### src/rtl/unidade_busca_pkg.sv
// Shared Redux-V definitions: default datapath widths, the halt encoding and
// the fetch FSM state encoding.
package pacote_reduxv;

  localparam int         LARGURA_END   = 8;
  localparam int         LARGURA_INSTR = 8;
  localparam logic [7:0] INSTR_HALT    = 8'hFF;

  typedef enum logic {
    BUSCA  = 1'b0,
    PARADO = 1'b1
  } estado_t;

endpackage

### src/rtl/unidade_busca.sv
// Redux-V fetch stage: owns the PC, addresses the combinational instruction
// memory and holds one fetched instruction behind a valid/ready handshake.
//
// state  | meaning
// BUSCA  | fetching one instruction per free output slot
// PARADO | halt instruction captured; fetch frozen until desvio or reset
module unidade_busca #(
  parameter int                       LARGURA_END   = pacote_reduxv::LARGURA_END,
  parameter int                       LARGURA_INSTR = pacote_reduxv::LARGURA_INSTR,
  parameter logic [LARGURA_END-1:0]   PC_INICIAL    = '0,
  parameter logic [LARGURA_INSTR-1:0] INSTR_HALT    = LARGURA_INSTR'(pacote_reduxv::INSTR_HALT),
  parameter bit                       HALT_ATIVO    = 1'b1
) (
  input  logic                     clk,
  input  logic                     rst_n,
  input  logic                     habilita,
  input  logic                     desvio,
  input  logic [LARGURA_END-1:0]   alvo,
  output logic [LARGURA_END-1:0]   endereco,
  input  logic [LARGURA_INSTR-1:0] instrucao,
  output logic [LARGURA_INSTR-1:0] instr_saida,
  output logic [LARGURA_END-1:0]   pc_saida,
  output logic                     valido,
  input  logic                     pronto,
  output logic                     parado
);

  import pacote_reduxv::*;

  estado_t                  r_estado;
  logic [LARGURA_END-1:0]   r_pc;
  logic [LARGURA_INSTR-1:0] r_instr;
  logic [LARGURA_END-1:0]   r_pc_saida;
  logic                     r_valido;
  logic                     r_parado;

  logic w_livre;
  logic w_eh_halt;
  logic w_consumido;

  assign endereco    = r_pc;
  assign instr_saida = r_instr;
  assign pc_saida    = r_pc_saida;
  assign valido      = r_valido;
  assign parado      = r_parado;

  assign w_livre     = !r_valido || pronto;
  assign w_consumido = r_valido && pronto;
  // The halt compare is the only path from instrucao into the control state.
  assign w_eh_halt   = HALT_ATIVO && (instrucao == INSTR_HALT);

  always_ff @(posedge clk or negedge rst_n) begin
    if (!rst_n) begin
      r_estado   <= BUSCA;
      r_pc       <= PC_INICIAL;
      r_instr    <= '0;
      r_pc_saida <= '0;
      r_valido   <= 1'b0;
      r_parado   <= 1'b0;
    end else begin
      case (r_estado)
        BUSCA: begin
          if (desvio) begin
            r_pc     <= alvo;
            r_valido <= 1'b0;
          end else if (habilita && w_livre) begin
            r_instr    <= instrucao;
            r_pc_saida <= r_pc;
            r_valido   <= 1'b1;
            if (w_eh_halt) begin
              r_estado <= PARADO;
              r_parado <= 1'b1;
            end else begin
              r_pc <= r_pc + LARGURA_END'(1);
            end
          end else if (w_consumido) begin
            r_valido <= 1'b0;
          end
        end
        PARADO: begin
          if (desvio) begin
            r_pc     <= alvo;
            r_valido <= 1'b0;
            r_estado <= BUSCA;
            r_parado <= 1'b0;
          end else if (w_consumido) begin
            r_valido <= 1'b0;
          end
        end
        default: begin
          r_estado <= BUSCA;
          r_parado <= 1'b0;
        end
      endcase
    end
  end

endmodule

### config.mk
export PLATFORM = sky130hd
export DESIGN_NAME = unidade_busca
export DESIGN_NICKNAME = d
export VERILOG_FILES = /design/src/rtl/unidade_busca_pkg.sv /design/src/rtl/unidade_busca.sv
export SDC_FILE = /design/constraint.sdc
export NUM_CORES = 1
export LEC_CHECK = 0
export ABC_AREA = 1
export CAP_MARGIN = 25
export CORE_MARGIN = 1
export CORE_UTILIZATION = 45
export DETAILED_ROUTE_END_ITERATION = 10
export PLACE_DENSITY_LB_ADDON = 0.1
export RECOVER_POWER = 25
export SLEW_MARGIN = 10
export SYNTH_ARGS = -nofsm -noshare
export SYNTH_HDL_FRONTEND = slang
export SYNTH_SLANG_ARGS = --single-unit
### constraint.sdc
create_clock -name clk -period 1.4 [get_ports clk]
set_input_delay 0.21 -clock clk [delete_from_list [all_inputs] [get_ports clk]]
set_output_delay 0.21 -clock clk [all_outputs]
set_load 0.05 [all_outputs]
==> results_dict.tcl <==
set metrics [dict create \
    status "finished clean" \
    first_iter_violations 55 \
    fillers 204 \
    yosysMostFrequentCell "nand2_1" \
    hold_class "in2async" \
    synth-seq-area-share_pct 47.7 \
    die_area_um2 3380 \
    yosys.area_share.simple_pct 37.0 \
    max_slew_margin_pct 56.7 \
    fp.dieW_um 58.1 \
    synth_top_cell_by_area "dfrtp_1" \
    cts_buffers 3 \
    gp_congestion 0.790 \
    end_kind "output port" \
    floorplan.initialDensity_pct 49.2 \
    synth_nets 206 \
    synthArstFlopShare_pct 100 \
    drt-total-wl_um 3380 \
    synthAdderAreaFrac_pct 2.65 \
    cts-root-buf "clkbuf_4" \
    fmax_ghz 0.785 \
    ant_nets 0 \
    cts_setup_buffers 0 \
    avgSynthCellArea_um2 7.78 \
    cts.sinks 27 \
    synth_warnings 0 \
    fin_nets 261 \
    instances_no_fill 278 \
    cts_tree "done" \
    ys_seq_elements 27 \
    layout-drive-gt1-share_pct 25.0 \
    hpwl_um 2670 \
    ioPinCount 47 \
    via_count 1326 \
    worstMarginPinSlew_ps 650 \
    overflow 0 \
    syn_inst 182 \
    maxSlewViolCount 0 \
    dp.cells 274 \
    synth_cell_type_count 22 \
    crit_path_max_fanout 5 \
    track_usage_pct 21.4 \
    drt_pass1_iterations 6 \
    rsz0062_at_grt "no" \
    peakVddDrop_uv 616 \
    place_area_um2 2240 \
    cts_buffer_depth 2 \
    vias_per_cell 4.77 \
    required_ps 1190 \
    cap_violations 0 \
    worstSetupStartpointType "register" \
    netlist.area_leader.share_pct 47.7 \
    p_total_uw 2760 \
    grt_pass1_vias 1260 \
    core_area_um2 2880 \
    min_period_over_period_pct 91.0 \
    synthToLayoutAreaGrowth_pct 60.2 \
    grt_pass1_wl_um 5660 \
    route.detailed.drc 0 \
    synth_xor_area_share_pct 0.618 \
    wire_per_inst_um 12.2 \
    crit_type "reg2out" \
    final_cell_area_um2 2270 \
    power.leakage_uw 0.00111 \
    synth_common_cells "nand2_1, dfrtp_1, nand3_1" \
    clk_pin_slew_ps 140 \
    synth_area_um2 1420 \
    synth_top_family_by_area "simple AND/OR/NAND/NOR gates" \
    htreeDepth 1 \
    fin_worst_skew_ps 2.17 \
    hold_viol 0 \
    setup_viol 0 \
    die_y_um 58.1 \
    arrival_ps 1060 \
    num_antenna_cells 0 \
    synth_compound_area_share_pct 5.39 \
    seqCellArea_um2 679 \
    synth.area.mux_share_pct 0 \
    synth_ff_type "dfrtp_1" \
    grt_max_degree 28 \
    ys_top_cells_by_area "dfrtp_1, nand2_1, nand3_1" \
    fin_crit_ps 1270 \
    clock_latency_ps 320 \
    fp-row-count 19 \
    synth_edf_count 0 \
    antenna_found_initial 0 \
    power_density_nw_per_um2 1220 \
    port-buffer-count 46 \
    multi_input_area_um2 649 \
]
per-stage QoR:
stage               setup TNS [ps]  worst slack, ps  utilization [%]  hold WS, ps
CTS                              0              115             78.9          248
global route                     0             24.6             78.9          464
floorplan                        0             20.7                -        -85.6
detailed placement            -969             -136             78.0          521
global placement              -423            -90.4             78.0          518
finish                           0              126             78.9          422
metal layers:
metal	vias to the layer above	GRT usage (%)	share of wire, %
met1	610	29.0	47
li1	683	-	-
met5	-	0	0
met2	31	35.5	49
met3	2	2.46	3.7
met4	0	7.48	0.56
worst paths after layout:
| kind | start | end | slack, ps | cells past startpoint |
|---|---|---|---|---|
| worst max-delay path | endereco[1] | endereco[1] | 130 | 2 |
| worst min register to register | instr_saida[4] | instr_saida[4] | 550 | 2 |
| worst min-delay path | rst_n | instr_saida[4] | 420 | 2 |
| worst max register to register | endereco[0] | endereco[6] | 160 | 8 |
| min in group clk | instrucao[3] | instr_saida[3] | 460 | 3 |
| max in group asynchronous | rst_n | endereco[2] | 520 | 2 |
report_power, final:
group          internal [uW]  switching (uW)  total [uW]
Combinational            639             708        1350
Clock                    112             232         344
Sequential               901             168        1070
Total                   1650            1110        2760
timing repair:
item / CTS / global route
gates resized for setup: 0 / 1
hold buffers: 0 / 0
setup endpoints to repair: 0 / 1
state kept, by name (all words and copies together), names as in the netlist:
register	flops
valido	1
parado	1
pc_saida	8
instr_saida	8
endereco	8
r_estado	1
final cells by class:
cell class                 instances  area share (%)
timing repair buffer              56            35.5
sequential                        27            29.9
multi-input combinational        134            28.6
inverter                          15            2.48
tap                               42            2.32
clock buffer                       4            1.16
cells by family (layout without fill, tap and decap cells):
| family | Yosys count | in the layout |
|---|---|---|
| flip-flops | 27 | 27 |
| buffers and inverters | 21 | 75 |
| XOR/XNOR | 1 | 1 |
| AO/OA/AOI/OAI | 13 | 13 |
| AND/OR/NAND/NOR | 117 | 117 |
| adder cells (fa/ha/maj) | 3 | 3 |
cells in the final DEF (no fill, tap or decap):
cell type and count:
nand2_1 75, buf_12 27, dfrtp_1 24, nand3_1 20
clkdlybuf4s50_1 19, inv_1 12, o21ai_1 10, buf_4 8
nor2_1 6, nand2_2 5, nor2_2 3, inv_2 3
clkbuf_4 3, dfrtp_2 3, nor2_4 2, nand2_4 2
or2_0 2, nand4_1 2, ha_1 2, o21ai_0 1
a21oi_4 1, a21oi_1 1, xnor2_1 1, ha_2 1
clkbuf_1 1, dlygate4sd3_1 1, clkbuf_2 1
worst max-delay path: stages (launching register included):
cell and delay (ps):
dfrtp_2 430, buf_4 160, buf_12 150
Note: power is estimated with default switching activity, not from simulation.
